## src/rtl/sample_loader.sv

```systemverilog
// sample_loader: streams per-sample input/target words into layer-0 y RAM
// and target buffer, then releases the network controller for one pass.
module sample_loader #(
  parameter int DATA_WIDTH   = 32,
  parameter int N_IN         = 4,
  parameter int N_OUT        = 4,
  parameter int NUM_SAMPLES  = 16,
  parameter int TRAIN_EPOCHS = 8,
  parameter int IDX_W        = 8
) (
  input  logic                  CLK,
  input  logic                  RST,
  input  logic                  valid,
  input  logic                  s_valid,
  input  logic [DATA_WIDTH-1:0] s_data,
  output logic                  s_ready,
  output logic                  y0_we,
  output logic [IDX_W-1:0]      y0_addr,
  output logic [DATA_WIDTH-1:0] y0_data,
  output logic                  t_we,
  output logic [IDX_W-1:0]      t_addr,
  output logic [DATA_WIDTH-1:0] t_data,
  output logic                  done,
  output logic                  train,
  output logic [IDX_W-1:0]      sample_idx,
  output logic [IDX_W-1:0]      epoch_idx,
  output logic                  finished,
  output logic                  protocol_err
);

  typedef enum logic [2:0] {
    LOAD,
    ARM,
    RUN,
    NEXT,
    FINISHED
  } state_t;

  localparam logic [IDX_W-1:0] ONE    = IDX_W'(1);
  localparam logic [IDX_W-1:0] NIN    = IDX_W'(N_IN);
  localparam logic [IDX_W-1:0] LAST   = IDX_W'(N_IN + N_OUT - 1);
  localparam logic [IDX_W-1:0] SLAST  = IDX_W'(NUM_SAMPLES - 1);
  localparam logic [IDX_W-1:0] EP_TR  = IDX_W'(TRAIN_EPOCHS);
  localparam logic [IDX_W-1:0] EP_END = IDX_W'(TRAIN_EPOCHS + 1);

  state_t           state;
  logic [IDX_W-1:0] word_cnt;
  logic [IDX_W-1:0] epoch_nxt;
  logic             xfer;

  assign xfer      = s_valid && s_ready && (state == LOAD);
  assign epoch_nxt = epoch_idx + ONE;

  always_ff @(posedge CLK) begin
    if (RST) begin
      state        <= LOAD;
      done         <= 1'b1;
      train        <= (TRAIN_EPOCHS > 0);
      s_ready      <= 1'b0;
      y0_we        <= 1'b0;
      y0_addr      <= '0;
      y0_data      <= '0;
      t_we         <= 1'b0;
      t_addr       <= '0;
      t_data       <= '0;
      word_cnt     <= '0;
      sample_idx   <= '0;
      epoch_idx    <= '0;
      finished     <= 1'b0;
      protocol_err <= 1'b0;
    end else begin
      y0_we <= 1'b0;
      t_we  <= 1'b0;
      // valid is only meaningful while the controller is released
      if (valid && state != RUN)
        protocol_err <= 1'b1;
      unique case (state)
        LOAD: begin
          s_ready <= 1'b1;
          if (xfer) begin
            word_cnt <= word_cnt + ONE;
            if (word_cnt < NIN) begin
              y0_we   <= 1'b1;
              y0_addr <= word_cnt;
              y0_data <= s_data;
            end else begin
              t_we   <= 1'b1;
              t_addr <= word_cnt - NIN;
              t_data <= s_data;
            end
            if (word_cnt == LAST) begin
              s_ready  <= 1'b0;
              word_cnt <= '0;
              state    <= ARM;
            end
          end
        end
        ARM: begin
          done  <= 1'b0;
          state <= RUN;
        end
        RUN: begin
          // raise done on the consuming edge so INIT sees it at once
          if (valid) begin
            done  <= 1'b1;
            state <= NEXT;
          end
        end
        NEXT: begin
          if (sample_idx < SLAST) begin
            sample_idx <= sample_idx + ONE;
            s_ready    <= 1'b1;
            state      <= LOAD;
          end else begin
            sample_idx <= '0;
            epoch_idx  <= epoch_nxt;
            if (epoch_nxt == EP_TR)
              train <= 1'b0;
            if (epoch_nxt == EP_END) begin
              finished <= 1'b1;
              state    <= FINISHED;
            end else begin
              s_ready <= 1'b1;
              state   <= LOAD;
            end
          end
        end
        FINISHED: begin
          done    <= 1'b1;
          s_ready <= 1'b0;
        end
        default: state <= LOAD;
      endcase
    end
  end

endmodule

```

## config.mk

```make
export PLATFORM = sky130hd
export DESIGN_NAME = sample_loader
export DESIGN_NICKNAME = d
export VERILOG_FILES = /design/src/rtl/sample_loader.sv
export SDC_FILE = /design/constraint.sdc
export NUM_CORES = 1
export LEC_CHECK = 0
export BUFFER_PORTS_ARGS = -buffer_cell sky130_fd_sc_hd__buf_2
export CORE_UTILIZATION = 46
export CTS_CLUSTER_SIZE = 16
export DETAILED_ROUTE_END_ITERATION = 7
export HOLD_SLACK_MARGIN = 0.02
export PLACE_DENSITY_LB_ADDON = 0.2
export RECOVER_POWER = 100
export SLEW_MARGIN = 30
export SYNTH_ARGS = -nofsm -noshare
export SYNTH_HDL_FRONTEND = slang
export SYNTH_SLANG_ARGS = --single-unit
```

## constraint.sdc

```tcl
create_clock -name CLK -period 1.8 [get_ports CLK]
set_input_delay 0.27 -clock CLK [delete_from_list [all_inputs] [get_ports CLK]]
set_output_delay 0.27 -clock CLK [all_outputs]
set_load 0.02 [all_outputs]
```

==> results of run 1 <==
[synth_stat cells, drive strengths merged, types with 3 or more instances]
master | instances | area share [%]
o21ai | 5 | 0.55
nand3 | 12 | 1.3
or3 | 3 | 0.41
xnor2 | 16 | 3.1
nand2 | 82 | 6.8
nor2 | 69 | 5.7
mux2i | 38 | 8.4
nor3 | 7 | 0.77
inv | 12 | 0.99
dfxtp | 114 | 50
xor2 | 6 | 1.2
clkbuf | 19 | 1.6
ha | 8 | 2.2
nor4 | 5 | 0.83
a211oi | 9 | 1.8
buf | 13 | 2.0
a21oi | 43 | 4.7
nand4 | 6 | 0.83
and3 | 7 | 0.96
[how the worst min path moves through the flow]
| stage | to | slack (ns) |
|---|---|---|
| after floorplan | t_data[10]$_SDFFE_PP0P_ | 0.41 |
| after global placement | t_data[27]$_SDFFE_PP0P_ | 0.44 |
| after detailed placement | t_addr[0]$_SDFFE_PP0P_ | 0.44 |
| after CTS | y0_data[26]$_SDFFE_PP0P_ | 0.27 |
| after global routing | y0_data[20]$_SDFFE_PP0P_ | 0.30 |
| final | state[0]$_SDFFE_PP0P_ | 0.27 |
[power by group through the flow]
stage	sequential, mW	combinational (mW)	clock [mW]
final	2.59	0.365	3.15
after global routing	2.60	0.397	3.33
after CTS	2.59	0.378	3.19
after detailed placement	2.65	0.320	0
after global placement	2.64	0.315	0
after floorplan	2.70	0.137	0
[routing by layer]
| metal | GRT usage [%] | part of all wire (%) | routed length [microns] | up-vias |
|---|---|---|---|---|
| met5 | 0 | 0 | 0 | - |
| li1 | - | - | - | 2064 |
| met3 | 6.556 | 5.1 | 592 | 18 |
| met1 | 28.30 | 45 | 5204 | 1954 |
| met4 | 10.26 | 1.6 | 186 | 0 |
| met2 | 38.72 | 49 | 5708 | 123 |
[registers in the layout, indices dropped and copies added (netlist names)]
signal        flops
sample_idx        8
epoch_idx         8
finished          1
protocol_err      1
done              1
y0_addr           8
t_data           32
t_we              1
s_ready           1
word_cnt          8
t_addr            8
y0_data          32
train             1
y0_we             1
state             3
[tightest hold or removal path, delay by kind of cell]
kind / cells / cell delay, ns
buffers and inverters: 1 / 0.12
AO/OA/AOI/OAI: 1 / 0.11
AND/OR/NAND/NOR: 3 / 0.23
[timing repair]
item	4_1_cts	5_1_grt
hold buffers	33	0
setup buffers	0	0
hold endpoints to repair	62	0
setup endpoints to repair	0	6
gates resized for setup	0	7
[cell type report]
cell class                      instances  area share, %
Timing Repair Buffer                  196          17.82
Multi-Input combinational cell        341          33.24
Clock buffer                           17          6.628
Inverter                               12         0.7209
Clock inverter                         15          2.343
Sequential cell                       114          36.66
Tap cell                              129          2.583
[logic make-up (layout without fill, tap and decap cells)]
group	after synthesis	after routing	synth area share, %
flops	114	114	50.23
simple gates	203	203	20.22
compound gates	70	70	10.19
xor+xnor	22	22	4.241
mux	38	38	8.372
fa+ha+maj	8	8	2.203
buf+inv	44	240	4.544
==> impl_metrics.json, run 1 <==
{
  "netlist-cell-type-count": 44,
  "multi_input_area_sq_mm": 0.002077,
  "finClkSkew_ns": 0.008924,
  "yosys_warnings": 0,
  "drt-total-wl_microns": 11690,
  "clock_latency_ns": 0.51,
  "crit_family": "compound AO/OA/AOI/OAI gates",
  "fin_crit_sh_pct": 97.25,
  "timing.final.ws_setup_ns": 0.04956,
  "synth_edf_count": 0,
  "dr.pass1.iters": 5,
  "post-route-util_pct": 66.37,
  "crit_buf_inv": 0,
  "vdd_drop_max_mv": 0.5402,
  "ys_seq_area_share_pct": 50.23,
  "worst_slew_pin_slew_ns": 0.5525,
  "fin_tns_setup_ns": 0,
  "area_growth_pct": 37.54,
  "setup_viol": 0,
  "grt_pass1_vias": 3992,
  "wl_per_cell_microns": 14.19,
  "p_seq_share_pct": 42.5,
  "grt_max_degree": 95,
  "vias": 4159,
  "combPwrFrac_pct": 6.0,
  "cp_cell_sequence": "nand2_1, or3_1, a311o_1, o32a_1",
  "cts_tree": "yes",
  "cp.depth": 4,
  "ys_seq_elements": 114,
  "grt_pass1_wl_microns": 18550,
  "crit_required_ns": 2.19,
  "synthArstFlopShare_pct": 0,
  "overflow": 0,
  "globalplace.congestion": 0.8014,
  "cts.sinks": 114,
  "r2r_start": "epoch_idx[1]$_SDFFE_PP0P_",
  "outcome": "finished clean",
  "final_cells": 824,
  "clkPwrFrac_pct": 51.6,
  "antenna_left": 0,
  "post-route-cell-area_sq_mm": 0.006248,
  "hold_viol": 0,
  "path_class": "flip-flop to flip-flop",
  "syn_area_per_cell_sq_um": 9.104,
  "worst-path-max-fanout": 7,
  "clk_path_buf_depth": 2,
  "dp.cells": 759,
  "synth_area_sq_mm": 0.004543,
  "finalMaxSlewViolations": 0,
  "critPathLaunchType": "flip-flop",
  "whs_ns": 0.2746,
  "slew_headroom_pct": 63.08,
  "p_int_mw": 4.592,
  "grt_util_all_layers_pct": 23.34,
  "layout_common_cells": "dfxtp_1 (111), clkbuf_1 (106), nand2_1 (82)",
  "h-tree-depth": 4,
  "ys.flop_type": "dfxtp_1",
  "die_y_microns": 101.4,
  "hold_depth": 5,
  "num-nets-final": 726,
  "fmax_mhz": 571.3,
  "cp-endpoint": "train$_SDFFE_PP1P_",
  "syn-num-nets": 543,
  "critPathMaxStageDelay_ns": 0.43,
  "placed_cell_area_sq_mm": 0.005484,
  "cp-end-kind": "flip-flop",
  "reg2reg_depth": 4,
  "nFillCells": 864,
  "synthCells": 499,
  "netSwitchingFraction_pct": 24.79,
  "core_sq_mm": 0.009415,
  "vias_per_cell": 5.047,
  "drive_gt1_share_pct": 14.82,
  "die_area_sq_mm": 0.01028,
  "register_area_sq_mm": 0.002291,
  "antenna_cells": 0,
  "drcViolationCount": 0,
  "start_util_pct": 48.25,
  "cpMaxStageDelayCell": "dfxtp_1",
  "antenna_found_initial": 0,
  "drt_iter0_drc": 154,
  "detailed_place_hpwl_microns": 7571,
  "power_density_mw_per_mm2": 977.1,
  "fp-row-count": 35,
  "pin_count": 139,
  "die_x_microns": 101.4,
  "cts_buffers": 17,
  "p_total_mw": 6.105,
  "io_buffers": 138,
  "min_period_ns": 1.750,
  "reg2reg_slack_ns": 0.05,
  "p_switching_mw": 1.514,
  "p_leak_nw": 2.585,
  "maxCapViolCount": 0,
  "worstHoldPathType": "input pin to flip-flop",
  "final_common_cell": "dfxtp_1",
  "root_buffer": "clkbuf_8",
  "hp-start": "s_valid",
  "path_clk_slew_ns": 0.06,
  "r2r_end": "train$_SDFFE_PP1P_",
  "arrival_ns": 2.14,
  "dp_slack_ns": 0.07403,
  "startpoint": "epoch_idx[1]$_SDFFE_PP0P_"
}
No activity file was read; power rests on OpenSTA's default activity.
==> run 2, diff against run 1 <==
Settings changed: CAP_MARGIN set to 40, CELL_PAD_IN_SITES_DETAIL_PLACEMENT set to 1, CELL_PAD_IN_SITES_GLOBAL_PLACEMENT set to 1, CORE_UTILIZATION 46 to 34.
==> run 2 against run 1 <==
Net effect: final area is 3.0% lower; global-route usage is 3.8 points lower; total power is 2.2% lower; clock-buffer cell count is 10 higher; critical path type unchanged; largest power group unchanged.
==> impl_metrics.json, run 2 (synthesized netlist as in run 1, its figures left out) <==
{
  "outcome": "finished clean",
  "rsz0062_at_grt": "no",
  "p_total_mw": 5.970,
  "fin_tns_setup_ns": 0,
  "cts_buffers": 17,
  "drive_gt1_share_pct": 15.57,
  "final_common_cell": "clkbuf_1",
  "fin_crit_sh_pct": 96.60,
  "crit_required_ns": 2.14,
  "io_buffers": 138,
  "detailed_place_hpwl_microns": 9187,
  "drcViolationCount": 0,
  "pin_count": 139,
  "reg2reg_slack_ns": 0.06,
  "p_int_mw": 4.642,
  "worst_slew_pin_slew_ns": 0.5287,
  "fmax_mhz": 575.1,
  "overflow": 0,
  "grt_util_all_layers_pct": 19.54,
  "wl_per_cell_microns": 15.95,
  "root_buffer": "clkbuf_16",
  "setup_viol": 0,
  "path_clk_slew_ns": 0.05,
  "dp_slack_ns": 0.03519,
  "r2r_end": "t_data[23]$_SDFFE_PP0P_",
  "drt_iter0_drc": 175,
  "p_seq_share_pct": 43.5,
  "critPathLaunchType": "flip-flop",
  "combPwrFrac_pct": 5.2,
  "cp-end-kind": "flip-flop",
  "drt-total-wl_microns": 13400,
  "dr.pass1.iters": 4,
  "layout_common_cells": "clkbuf_1 (112), dfxtp_1 (110), nand2_1 (82)",
  "reg2reg_depth": 6,
  "h-tree-depth": 4,
  "p_leak_nw": 2.490,
  "grt_pass1_vias": 4210,
  "vdd_drop_max_mv": 0.6118,
  "worstHoldPathType": "input pin to flip-flop",
  "cp-endpoint": "t_data[23]$_SDFFE_PP0P_",
  "antenna_found_initial": 0,
  "finClkSkew_ns": 0.006040,
  "r2r_start": "word_cnt[7]$_SDFFE_PP0P_",
  "clkPwrFrac_pct": 51.2,
  "clk_path_buf_depth": 2,
  "num-nets-final": 700,
  "start_util_pct": 35.42,
  "startpoint": "word_cnt[7]$_SDFFE_PP0P_",
  "finalMaxSlewViolations": 0,
  "path_class": "flip-flop to flip-flop",
  "maxCapViolCount": 0,
  "antenna_left": 0,
  "die_x_microns": 117.6,
  "slew_headroom_pct": 63.84,
  "cts_tree": "yes",
  "antenna_cells": 0,
  "p_switching_mw": 1.328,
  "vias": 4073,
  "grt_pass1_wl_microns": 21200,
  "arrival_ns": 2.08,
  "netSwitchingFraction_pct": 22.24,
  "power_density_mw_per_mm2": 985.2,
  "timing.final.ws_setup_ns": 0.06124,
  "worst-path-max-fanout": 8,
  "vias_per_cell": 4.849,
  "area_growth_pct": 33.38,
  "cts.sinks": 114,
  "core_sq_mm": 0.01282,
  "hold_viol": 0,
  "min_period_ns": 1.739,
  "fp-row-count": 41,
  "globalplace.congestion": 0.7996,
  "grt_max_degree": 95,
  "die_area_sq_mm": 0.01383,
  "clock_latency_ns": 0.42,
  "reg_top3": "t_data: 32 flops, y0_data: 32 flops",
  "die_y_microns": 117.6
}
[run 2: cell type report]
type / instances / area [sq um]
sequential: 114 / 2292
clock inverter: 4 / 22.52
multi-input combinational: 341 / 2092
timing repair buffer: 170 / 869.6
tap: 172 / 215.2
fill: 1572 / 6765
clock buffer: 27 / 523.0
inverter: 12 / 45.04
[run 2: metrics by stage]
stage | hold WS, ns | cell area [sq um] | instances | util (%)
6_report | 0.1010 | 6060 | 840 | 47.25
5_1_grt | 0.1039 | 6060 | 840 | 47.25
4_1_cts | 0.08958 | 6098 | 836 | 47.55
3_5_place_dp | 0.4471 | 5548 | 805 | 43.26
3_3_place_gp | 0.4402 | 5548 | 805 | 43.26
2_1_floorplan | 0.4060 | 4556 | 499 | -
[run 2: worst min path at each step]
stage,startpoint,end,slack [ns],cells past startpoint
after floorplan,s_data[10],t_data[10]$_SDFFE_PP0P_,0.41,2
after global routing,s_data[21],t_data[21]$_SDFFE_PP0P_,0.10,3
after detailed placement,t_data[19]$_SDFFE_PP0P_,t_data[19]$_SDFFE_PP0P_,0.45,2
final,s_data[31],y0_data[31]$_SDFFE_PP0P_,0.10,3
after CTS,s_data[16],t_data[16]$_SDFFE_PP0P_,0.09,3
after global placement,t_data[8]$_SDFFE_PP0P_,t_data[8]$_SDFFE_PP0P_,0.44,2
[run 2: critical path, stage by stage, from the launching register on]
cell and delay (ns):
dfxtp_1 0.36, or4_4 0.55, o211ai_4 0.22, buf_12 0.15, buf_12 0.13, nand2_1 0.07, a21oi_1 0.17
[run 2: metal layers]
metal	GRT usage (%)	vias up	wire length (microns)
met3	6.008	23	609
li1	-	2000	-
met2	34.13	93	6779
met1	22.19	1957	5766
met4	7.532	0	244
met5	0	-	0
[run 2: timing repair]
item                       4_1_cts  5_1_grt
setup endpoints to repair        1       10
gates cloned                     0        2
hold buffers                     0        0
gates resized for setup          1        8
pin swaps                        0        3
buffers inserted                 0        2
[run 2: power groups by stage]
| stage | registers, mW | logic (mW) | clock network [mW] |
|---|---|---|---|
| after floorplan | 2.70 | 0.137 | 0 |
| after global placement | 2.64 | 0.320 | 0 |
| after CTS | 2.60 | 0.329 | 3.14 |
| final | 2.60 | 0.312 | 3.06 |
| after detailed placement | 2.65 | 0.326 | 0 |
| after global routing | 2.60 | 0.339 | 3.26 |
